$ cat config.mk
export PLATFORM = sky130hd
export DESIGN_NAME = stack_controller
export DESIGN_NICKNAME = d
export VERILOG_FILES = /design/src/rtl/stack_controller.sv
export SDC_FILE = /design/constraint.sdc
export NUM_CORES = 1
export LEC_CHECK = 0
export CAP_MARGIN = 20
export CELL_PAD_IN_SITES_DETAIL_PLACEMENT = 1
export CELL_PAD_IN_SITES_GLOBAL_PLACEMENT = 1
export CORE_MARGIN = 4
export CORE_UTILIZATION = 36
export DETAILED_ROUTE_END_ITERATION = 12
export GPL_ROUTABILITY_DRIVEN = 0
export PLACE_DENSITY = 0.83
export REMOVE_ABC_BUFFERS = 1
export SLEW_MARGIN = 40
export SYNTH_ARGS = -nofsm -noshare
export SYNTH_HDL_FRONTEND = slang
export SYNTH_SLANG_ARGS = --single-unit
$ cat constraint.sdc
create_clock -name clk -period 2.7 [get_ports clk]
set_clock_uncertainty 0.15 [all_clocks]
set_input_delay 0.405 -clock clk [delete_from_list [all_inputs] [get_ports clk]]
set_output_delay 0.405 -clock clk [all_outputs]
set_load 0.005 [all_outputs]
$ cat src/rtl/stack_controller.sv
// stack_controller: drives a single `memory` instance as a LIFO nibble stack.
// Accepts one PUSH/POP/PEEK/CLEAR command at a time over valid/ready and returns
// exactly one response per command over a second valid/ready pair.

`ifndef MEMORY_ADDR_BITS
`define MEMORY_ADDR_BITS 4
`endif
`ifndef MEMORY_MODE_NONE
`define MEMORY_MODE_NONE 2'd0
`endif
`ifndef MEMORY_MODE_READ
`define MEMORY_MODE_READ 2'd1
`endif
`ifndef MEMORY_MODE_WRITE
`define MEMORY_MODE_WRITE 2'd2
`endif
`ifndef MEMORY_MODE_CLEAR
`define MEMORY_MODE_CLEAR 2'd3
`endif

module stack_controller #(
  parameter int unsigned ADDR_BITS = `MEMORY_ADDR_BITS
) (
  input  logic                 clk,
  input  logic                 rst_n,
  input  logic                 cmd_valid,
  output logic                 cmd_ready,
  input  logic [1:0]           cmd_op,
  input  logic [3:0]           cmd_data,
  output logic                 rsp_valid,
  input  logic                 rsp_ready,
  output logic [3:0]           rsp_data,
  output logic                 rsp_err,
  output logic [ADDR_BITS:0]   depth,
  output logic                 full,
  output logic                 empty,
  output logic [1:0]           mem_mode,
  output logic [ADDR_BITS-1:0] mem_addr,
  output logic [3:0]           mem_wdata,
  input  logic [3:0]           mem_rdata
);

  localparam logic [1:0] OpPush  = 2'd0;
  localparam logic [1:0] OpPop   = 2'd1;
  localparam logic [1:0] OpPeek  = 2'd2;
  localparam logic [1:0] OpClear = 2'd3;

  localparam logic [ADDR_BITS:0] SpOne = ADDR_BITS'(1);

  typedef enum logic [2:0] {StIdle, StWr, StRd, StCap, StClr, StResp} state_e;

  state_e                 state_q, state_d;
  logic [ADDR_BITS:0]     sp_q, sp_d;
  logic                   pop_q, pop_d;
  logic [3:0]             rsp_data_q, rsp_data_d;
  logic                   rsp_err_q, rsp_err_d;
  logic [ADDR_BITS-1:0]   mem_addr_q, mem_addr_d;
  logic [3:0]             mem_wdata_q, mem_wdata_d;
  logic [ADDR_BITS:0]     sp_m1;

  // Stack status is a pure function of the pointer; sp never exceeds 2**ADDR_BITS,
  // so the MSB alone marks a full stack.
  assign sp_m1     = sp_q - SpOne;
  assign depth     = sp_q;
  assign full      = sp_q[ADDR_BITS];
  assign empty     = (sp_q == '0);
  assign rsp_data  = rsp_data_q;
  assign rsp_err   = rsp_err_q;
  assign mem_addr  = mem_addr_q;
  assign mem_wdata = mem_wdata_q;

  // Next-state, handshake and memory-mode decode.
  always_comb begin
    state_d     = state_q;
    sp_d        = sp_q;
    pop_d       = pop_q;
    rsp_data_d  = rsp_data_q;
    rsp_err_d   = rsp_err_q;
    mem_addr_d  = mem_addr_q;
    mem_wdata_d = mem_wdata_q;
    mem_mode    = `MEMORY_MODE_NONE;
    cmd_ready   = (state_q == StIdle);
    rsp_valid   = (state_q == StResp);

    unique case (state_q)
      StIdle: begin
        if (cmd_valid) begin
          rsp_data_d = 4'h0;
          rsp_err_d  = 1'b0;
          unique case (cmd_op)
            OpPush: begin
              if (full) begin
                // Overflow: answer immediately, no memory access.
                rsp_err_d = 1'b1;
                state_d   = StResp;
              end else begin
                mem_addr_d  = sp_q[ADDR_BITS-1:0];
                mem_wdata_d = cmd_data;
                state_d     = StWr;
              end
            end
            OpPop, OpPeek: begin
              pop_d = (cmd_op == OpPop);
              if (empty) begin
                rsp_err_d = 1'b1;
                state_d   = StResp;
              end else begin
                mem_addr_d = sp_m1[ADDR_BITS-1:0];
                state_d    = StRd;
              end
            end
            OpClear: begin
              state_d = StClr;
            end
          endcase
        end
      end
      StWr: begin
        mem_mode = `MEMORY_MODE_WRITE;
        sp_d     = sp_q + SpOne;
        state_d  = StResp;
      end
      StRd: begin
        mem_mode = `MEMORY_MODE_READ;
        if (pop_q) sp_d = sp_m1;
        state_d  = StCap;
      end
      StCap: begin
        // Memory output is registered, so the read data is valid one cycle after RD.
        rsp_data_d = mem_rdata;
        state_d    = StResp;
      end
      StClr: begin
        mem_mode = `MEMORY_MODE_CLEAR;
        sp_d     = '0;
        state_d  = StResp;
      end
      StResp: begin
        if (rsp_ready) state_d = StIdle;
      end
      default: begin
        state_d = StIdle;
      end
    endcase
  end

  // State and datapath registers; reset aborts any command in flight.
  always_ff @(posedge clk or negedge rst_n) begin
    if (!rst_n) begin
      state_q     <= StIdle;
      sp_q        <= '0;
      pop_q       <= 1'b0;
      rsp_data_q  <= 4'h0;
      rsp_err_q   <= 1'b0;
      mem_addr_q  <= '0;
      mem_wdata_q <= 4'h0;
    end else begin
      state_q     <= state_d;
      sp_q        <= sp_d;
      pop_q       <= pop_d;
      rsp_data_q  <= rsp_data_d;
      rsp_err_q   <= rsp_err_d;
      mem_addr_q  <= mem_addr_d;
      mem_wdata_q <= mem_wdata_d;
    end
  end

endmodule

==> results of run 1 <==
==> registers in the layout (all words and copies together) (netlist names) <==
name,flops
mem_addr,4
depth,5
mem_wdata,4
rsp_data,4
rsp_err,1
state_q,3
pop_q,1
==> what timing repair did <==
item,in CTS,in global routing
resized for setup,0,1
endpoints found under the setup margin,0,1
setup buffers,0,0
endpoints found under the hold margin,0,0
==> routing by layer <==
metal,global-route usage,vias up
li1,-,546
met1,0.195,569
met2,0.289,18
met3,0.0320,6
met4,0.0564,0
met5,0,-
==> how the worst min path moves through the flow <==
stage | start | end | slack (ns) | cells after the start
4_1_cts | rst_n | depth[1]$_DFFE_PN0P_ | 0.34 | 2
5_1_grt | rst_n | depth[1]$_DFFE_PN0P_ | 0.36 | 2
2_1_floorplan | rst_n | depth[0]$_DFFE_PN0P_ | -0.04 | 0
3_3_place_gp | rsp_err$_DFFE_PN0P_ | rsp_err$_DFFE_PN0P_ | 0.32 | 2
3_5_place_dp | rsp_err$_DFFE_PN0P_ | rsp_err$_DFFE_PN0P_ | 0.33 | 2
6_report | rst_n | depth[2]$_DFFE_PN0P_ | 0.34 | 2
==> cell families after synthesis <==
kind of cell,Yosys count
adder cells (fa/ha/maj),7
flip-flops,22
buffers and inverters,14
AND/OR/NAND/NOR,41
XOR/XNOR,5
multiplexers,10
AO/OA/AOI/OAI,35
==> cells in the final DEF, fill, tap and decap left out, types with 2 or more instances in the layout <==
master	synthesis	routed
inv_1	5	5
xnor2_1	4	4
mux2_2	10	10
buf_4	1	3
o22a_1	5	5
nor2_1	15	15
clkdlybuf4s50_1	0	37
a21oi_1	9	9
clkbuf_8	0	4
a221oi_1	2	2
o21ai_0	5	5
and3_1	2	2
nor3b_1	3	3
nand2_1	10	10
nor3_1	2	2
nor2b_1	2	2
dfrtp_1	22	21
o21a_1	5	5
o22ai_1	2	2
ha_1	7	7
o221a_2	2	2
==> stage by stage <==
stage,hold WS (ns),setup slack (ns),cell area (um2)
after detailed placement,0.330,0.110,1750
after global routing,0.358,0.0149,1800
final,0.337,0.108,1800
after CTS,0.340,0.0944,1800
after global placement,0.321,0.191,1750
after floorplan,-0.0406,0.582,1300
==> power breakdown <==
part | leakage [nW] | switching [mW] | internal (mW)
Sequential | 0.282 | 0.189 | 0.467
Combinational | 0.433 | 0.399 | 0.574
Clock | 0.0288 | 0.111 | 0.130
==> final cells by class <==
cell class / count / area share
inverter: 5 / 0.0104
sequential: 22 / 0.306
timing repair buffer: 40 / 0.218
multi-input combinational: 98 / 0.403
clock buffer: 4 / 0.0305
tap: 46 / 0.0319
==> results.tsv, run 1 <==
metric	value	unit
clock.fmax	386	MHz
drcViolationCount	0	
tritoncts	yes	
io_buffer_count	37	
die_x	69.1	um
cp_max_fo	8	
final_max_slew_viol_count	0	
depth_of_the_cts_h_tree	1	
asyncSetResetFlopFracSynth	1.00	
ys_types	36	
max-cap-violations	0	
finalHoldViolCount	0	
overflow	0	
number_of_nets_in_the_layout	191	
clk_path_buf_depth	2	
synth_area_leader_cell	dfrtp_1	
report.final.setup_viol	0	
combinational_family_with_the_most_area_after_synthesis	compound AO/OA/AOI/OAI gates	
synth-xor-area-share	0.0326	
synth-simple-area-share	0.163	
path_cells	inv_1 -> ha_1 -> nor4b_2 -> clkdlybuf4s50_1	
setup_tns	0	ns
worstSetupEndpoint	empty	
ys_ff_latch	22	
via_count	1139	
synth_compound_area_frac	0.196	
vias_per_cell	5.30	
critical_path.reg2reg.endpoint	mem_addr[3]$_DFFE_PN0P_	
worst-r2r-setup-slack	0.35	ns
cts_num_sinks	22	
synth_top_cell_area_share	0.409	
clock_insertion_delay_worst_skew	0.27	ns
synth_seq_area_share	0.409	
crit_path_max_incr_delay	0.59	ns
crit_cells	4	
root_buffer	clkbuf_8	
cts_hold_buffers_added	0	
area.growth.synth_to_final	34.0	%
p_leak	0.743	nW
synthesis.area	1350	um2
grt_setup_unrepaired	no	
dp_hpwl	2.84	mm
drive_gt1_frac	0.142	
routed-wl-met2	2.01	mm
initial_utilization	0.388	
critical_path.startpoint	depth[0]$_DFFE_PN0P_	
synth_ff_type	dfrtp_1	
worst_slew_pin_slew	0.612	ns
met3_wl	89	um
final-seq-area	552	um2
layout_min_cycle_time	2.59	ns
first_iter_violations	94	
io_pins	38	
critical-path-slowest-cell	clkdlybuf4s50_1	
met1Wirelength	1.57	mm
path_class	reg -> out	
grt_start_max_net_pins	23	
core_area	3470	um2
wire_per_inst	17.3	um
rows	21	
drt.antenna.violating_nets	0	
placed_cells_incl_taps	211	
synth_fa_ha_area_frac	0.0651	
cp.arrival	2.04	ns
drt-pass1-iter-count	4	
final_util	0.520	
grt_usage	0.163	
worstRegToRegCells	6	
num-fill-cells	404	
grt_pass1_vias	1231	
multi_input_combinational_cell_area	727	um2
ys_top_cells_by_count	22 x dfrtp_1, 15 x nor2_1, 10 x mux2_2, 10 x nand2_1, 9 x a21oi_1	
post_cts_clock_slew_at_the_launch_and_capture_registers_of_the_worst_setup_and_hold_paths	0.08	ns
synthesis.area_per_instance	10.0	um2
synth_most_common_cell	dfrtp_1	
highest-signal-layer	met4	
grt_antenna_before_repair	0	
post_route_insts_no_fill	215	
regToRegStartpoint	depth[0]$_DFFE_PN0P_	
post-layout-total-power	1.87	mW
grt_first_pass_wirelength	6.29	mm
die_outline_area	4780	um2
muxShareOfSynthArea	0.0837	
tritoncts.num_buffers	3	
worst_case_vdd_ir_drop	0.552	mV
leading_cell_types_by_total_area_after_synthesis	dfrtp_1 41%, mux2_2 8.4%, ha_1 6.5%	
setup.worst_path.start_class	flip-flop	
ys_warns	0	
cp.buffers_inverters	2	
finalCritPeriodShare	0.960	
max_slew_margin	0.592	
cp_data_required_time	2.14	ns
die_h	69.1	um
end_kind	output pin	
totalWireLength	3.73	mm
antennaDiodeCount	0	
worst_path_dominant_cell_family	buffers and inverters	
synth_edf_count	0	
result_of_the_run	finished, final reports clean	
cellPowerDensity	1040	nW/um2
netlist_instances	134	
hp_class	in -> async	
No activity file was read; power rests on OpenSTA's default activity.
==> run 2: changes to the inputs <==
- CORE_MARGIN: 4 -> 3
- CTS_CLUSTER_DIAMETER: unset -> 120
==> run 2 against run 1 <==
Worst setup slack better by 0.089 ns. Routed wire length grew 1.9%. Clock-buffer cell count is 1 lower. Die area shrank 5.7%. Core utilization rose by 0.90 points. Maximum frequency is 3.5% higher. Combinational power grew 2%. Global-route usage rose by 2.9 points. Sequential share of layout area is 0.59 points lower.
==> results.tsv, run 2 (synthesis gave the netlist of run 1 again) <==
metric	value	unit
post_route_insts_no_fill	216	
setup.worst_path.start_class	flip-flop	
tritoncts.num_buffers	3	
layout_min_cycle_time	2.50	ns
vias_per_cell	5.30	
cellPowerDensity	1070	nW/um2
worst_case_vdd_ir_drop	0.439	mV
grt_usage	0.192	
drt-pass1-iter-count	4	
wire_per_inst	17.6	um
cp_data_required_time	2.14	ns
setup_tns	0	ns
critical-path-slowest-cell	dfrtp_1	
final_util	0.529	
die_h	67.1	um
drt.antenna.violating_nets	0	
first_iter_violations	70	
totalWireLength	3.80	mm
via_count	1145	
p_leak	0.761	nW
clk_path_buf_depth	2	
die_outline_area	4510	um2
drive_gt1_frac	0.141	
cp.buffers_inverters	1	
area.growth.synth_to_final	36.4	%
io_buffer_count	37	
largest_register_ffs	5	
overflow	0	
cp_max_fo	12	
grt_pass1_vias	1245	
instance_area_after_placement	1750	um2
core_area	3470	um2
cts_num_sinks	22	
stdcell_area	1830	um2
end_kind	output pin	
path_class	reg -> out	
finalCritPeriodShare	0.927	
path_cells	xnor2_1 -> nor2_1 -> clkdlybuf4s50_1	
cts_hold_buffers_added	0	
report.final.setup_viol	0	
depth_of_the_cts_h_tree	1	
finalHoldViolCount	0	
worstRegToRegCells	6	
grt_start_max_net_pins	23	
critical_path.reg2reg.endpoint	mem_addr[1]$_DFFE_PN0P_	
worst-r2r-setup-slack	0.38	ns
worst_path_dominant_cell_family	flip-flops	
final_max_slew_viol_count	0	
post-layout-total-power	1.97	mW
clock_insertion_delay_worst_skew	0.27	ns
post_cts_clock_slew_at_the_launch_and_capture_registers_of_the_worst_setup_and_hold_paths	0.09	ns
drcViolationCount	0	
mostFrequentLayoutCells	37 x clkdlybuf4s50_1, 22 x dfrtp_1, 15 x nor2_1, 10 x nand2_1, 10 x mux2_2	
result_of_the_run	finished, final reports clean	
final_common_cell	clkdlybuf4s50_1	
worst_slew_pin_slew	0.601	ns
hp_class	in -> async	
grt_setup_unrepaired	no	
initial_utilization	0.388	
dp_hpwl	2.95	mm
regToRegStartpoint	depth[0]$_DFFE_PN0P_	
grt_antenna_before_repair	0	
antennaDiodeCount	0	
max-cap-violations	0	
die_x	67.1	um
num-fill-cells	401	
grt_first_pass_wirelength	6.44	mm
root_buffer	clkbuf_8	
io_pins	38	
cp.arrival	1.95	ns
number_of_nets_in_the_layout	192	
placed_cells_incl_taps	212	
tritoncts	yes	
clock.fmax	400	MHz
rows	21	
crit_path_max_incr_delay	0.64	ns
max_slew_margin	0.600	
[run 2: cell count changes in the layout (fill, tap and decap cells not counted)]
cell / before / now
nor4b_4: 0 / 1
nor4b_2: 1 / 0
dfrtp_2: 1 / 0
bufinv_16: 0 / 1
dfrtp_1: 21 / 22
buf_4: 3 / 4
clkbuf_8: 4 / 3
[run 2: stage by stage]
stage / setup WS [ns] / hold slack, ns
detailed placement: 0.119 / 0.333
CTS: 0.128 / 0.343
finish: 0.197 / 0.329
global placement: 0.191 / 0.334
global route: 0.0689 / 0.372
floorplan: 0.582 / -0.0406
[run 2: cell type report]
cell class                 count  area (um2)  share of cell area
sequential                    22         551               0.300
clock buffer                   3        41.3              0.0225
clock inverter                 1        30.0              0.0164
multi-input combinational     98         736               0.401
tap                           46        57.6              0.0314
inverter                       5        18.8              0.0102
timing repair buffer          41         400               0.218
[run 2: worst register-to-register path, cell delays in order (launching register included)]
cell and delay (ns):
dfrtp_1 0.52, inv_1 0.13, ha_1 0.22, nor4b_4 0.14, and2_4 0.20, a2111oi_4 0.44, mux2_2 0.39
[run 2: how the worst max path moves through the flow]
stage                     cells after the start                      end              startpoint  slack, ns
final                                         3              mem_mode[0]  state_q[2]$_DFFE_PN0P_       0.20
after floorplan                               6  mem_addr[0]$_DFFE_PN0P_    depth[0]$_DFFE_PN0P_       0.58
after global placement                        6  mem_addr[0]$_DFFE_PN0P_               cmd_op[0]       0.19
after CTS                                     4                    empty    depth[0]$_DFFE_PN0P_       0.13
after detailed placement                      6  mem_addr[2]$_DFFE_PN0P_               cmd_op[0]       0.12
after global routing                          3              mem_mode[0]  state_q[2]$_DFFE_PN0P_       0.07
[run 2: timing repair]
| action | in CTS | in global routing |
|---|---|---|
| setup endpoints to repair | 0 | 1 |
| buffers inserted | 0 | 0 |
| gates resized for setup | 0 | 1 |
[run 2: report_power, final]
part / leakage [nW] / internal (mW) / switching [mW] / total (mW)
logic: 0.442 / 0.583 / 0.404 / 0.988
registers: 0.283 / 0.467 / 0.200 / 0.666
clock network: 0.0357 / 0.198 / 0.118 / 0.316
[run 2: layer usage]
metal / share of wire / wire (um) / GRT usage
met1: 0.41 / 1560 / 0.220
met2: 0.56 / 2110 / 0.366
met3: 0.029 / 111 / 0.0320
met4: 0.0037 / 14 / 0.0430
met5: 0 / 0 / 0
==> run 3: changes to the inputs <==
- CAP_MARGIN: 20 -> unset
- REMOVE_ABC_BUFFERS: 1 -> unset
- TNS_END_PERCENT: unset -> 10
==> run 3 against run 2 <==
Hold slack gained 0.014 ns. Sequential power is essentially flat. Register-to-register slack is essentially flat. Largest power group unchanged. Flip-flop and latch count is the same. Via count shrank 0.35%. Combinational power shrank 2.1%.
==> results.tsv, run 3 (synthesis gave the netlist of run 1 again) <==
metric	value	unit
die_h	67.1	um
via_count	1141	
tritoncts	yes	
hold_end	rsp_err$_DFFE_PN0P_	
worst-r2r-setup-slack	0.39	ns
clock_insertion_delay_worst_skew	0.26	ns
clk_path_buf_depth	2	
hp_class	reg -> reg	
cp_data_required_time	2.14	ns
max-cap-violations	0	
report.final.setup_viol	0	
vias_per_cell	5.31	
totalWireLength	3.47	mm
sequentialPowerShare	0.344	
io_buffer_count	37	
result_of_the_run	finished, final reports clean	
area.growth.synth_to_final	35.8	%
setup.worst_path.start_class	flip-flop	
power_switching_share	0.359	
drt.antenna.violating_nets	0	
first_iter_violations	47	
drt-pass1-iter-count	3	
antennaDiodeCount	0	
cts.repair_timing.setup_buffer_count	0	
cp.arrival	1.98	ns
grt_first_pass_wirelength	5.78	mm
number_of_nets_in_the_layout	191	
path_class	reg -> out	
worst_slew_pin_slew	0.634	ns
critical_path.reg2reg.endpoint	mem_addr[2]$_DFFE_PN0P_	
post-layout-total-power	1.94	mW
worstHoldStart	rsp_err$_DFFE_PN0P_	
final_common_cell	clkdlybuf4s50_1	
tritoncts.num_buffers	3	
cell_internal_pwr	1.25	mW
grt_start_max_net_pins	23	
p_leak	0.755	nW
die_outline_area	4510	um2
final_util	0.527	
largest_register_ffs	5	
worstHoldPathCells	2	
drive_gt1_frac	0.136	
overflow	0	
io_pins	38	
netSwitchingPower	0.699	mW
regToRegStartpoint	depth[0]$_DFFE_PN0P_	
end_kind	output pin	
root_buffer	clkbuf_8	
clock.fmax	394	MHz
finalHoldViolCount	0	
wire_per_inst	16.2	um
setup_tns	0	ns
rows	21	
depth_of_the_cts_h_tree	1	
core_area	3470	um2
initial_utilization	0.388	
cts_num_sinks	22	
final_max_slew_viol_count	0	
comb_pwr_share	0.497	
post_cts_clock_slew_at_the_launch_and_capture_registers_of_the_worst_setup_and_hold_paths	0.08	ns
die_x	67.1	um
drcViolationCount	0	
cp_max_fo	18	
grt_pass1_vias	1220	
grt_setup_unrepaired	no	
layout_min_cycle_time	2.54	ns
grt_usage	0.170	
worstRegToRegCells	6	
clockPowerShare	0.159	
worst_case_vdd_ir_drop	0.370	mV
cellPowerDensity	1060	nW/um2
dp_hpwl	2.64	mm
finalCritPeriodShare	0.940	
mostFrequentLayoutCells	37 x clkdlybuf4s50_1, 22 x dfrtp_1, 15 x nor2_1, 10 x nand2_1, 10 x mux2_2	
grt_antenna_before_repair	0	
max_slew_margin	0.577	
mappedNetlistNets	155	
[run 3: changes by cell type in the layout (fill, tap and decap cells not counted)]
cell | previous run | this run
buf_4 | 4 | 3
[run 3: worst max-delay path by stage]
stage	startpoint	to	slack, ns	cells after the start
2_1_floorplan	depth[0]$_DFFE_PN0P_	mem_addr[0]$_DFFE_PN0P_	0.58	6
3_3_place_gp	cmd_op[0]	mem_addr[0]$_DFFE_PN0P_	0.18	6
3_5_place_dp	cmd_op[0]	mem_addr[2]$_DFFE_PN0P_	0.09	6
4_1_cts	depth[0]$_DFFE_PN0P_	empty	0.06	4
5_1_grt	state_q[1]$_DFFE_PN0P_	mem_mode[0]	0.04	3
6_report	state_q[1]$_DFFE_PN0P_	mem_mode[0]	0.16	3
[run 3: routing by layer]
layer / vias up / GRT usage / share of wire
li1: 547 / - / -
met1: 561 / 0.203 / 0.45
met2: 31 / 0.307 / 0.49
met3: 2 / 0.0388 / 0.058
met4: 0 / 0.0380 / 0.0026
met5: - / 0 / 0
[run 3: worst max-delay path, cell delays in order, from the launching register on]
cell,delay [ns]
dfrtp_1,0.73
xnor2_1,0.20
nor2_1,0.25
clkdlybuf4s50_1,0.55
[run 3: layout make-up]
cell class / count / area [um2]
Fill cell: 402 / 1640
Multi-Input combinational cell: 98 / 736
Sequential cell: 22 / 551
Timing Repair Buffer: 40 / 393
Tap cell: 46 / 57.6
Clock buffer: 3 / 41.3
Clock inverter: 1 / 30.0
Inverter: 5 / 18.8
[run 3: power by group through the flow]
| stage | Clock [mW] | Sequential [mW] | Combinational, mW |
|---|---|---|---|
| CTS | 0.319 | 0.664 | 0.970 |
| global placement | 0 | 0.656 | 0.931 |
| global route | 0.333 | 0.692 | 1.06 |
| floorplan | 0 | 0.578 | 0.572 |
| finish | 0.309 | 0.669 | 0.967 |
| detailed placement | 0 | 0.669 | 0.963 |
[run 3: metrics by stage]
| step | cell area [um2] | instances | hold WS [ns] | setup WS [ns] |
|---|---|---|---|---|
| finish | 1830 | 215 | 0.344 | 0.161 |
| global route | 1830 | 215 | 0.361 | 0.0360 |
| CTS | 1820 | 215 | 0.345 | 0.0621 |
| detailed placement | 1750 | 211 | 0.320 | 0.0936 |
| global placement | 1750 | 211 | 0.330 | 0.176 |
| floorplan | 1350 | 134 | -0.0406 | 0.583 |
[run 3: what timing repair did]
item | 4_1_cts | 5_1_grt
gates resized for setup | 0 | 1
endpoints found under the setup margin | 0 | 1
hold buffers | 0 | 0
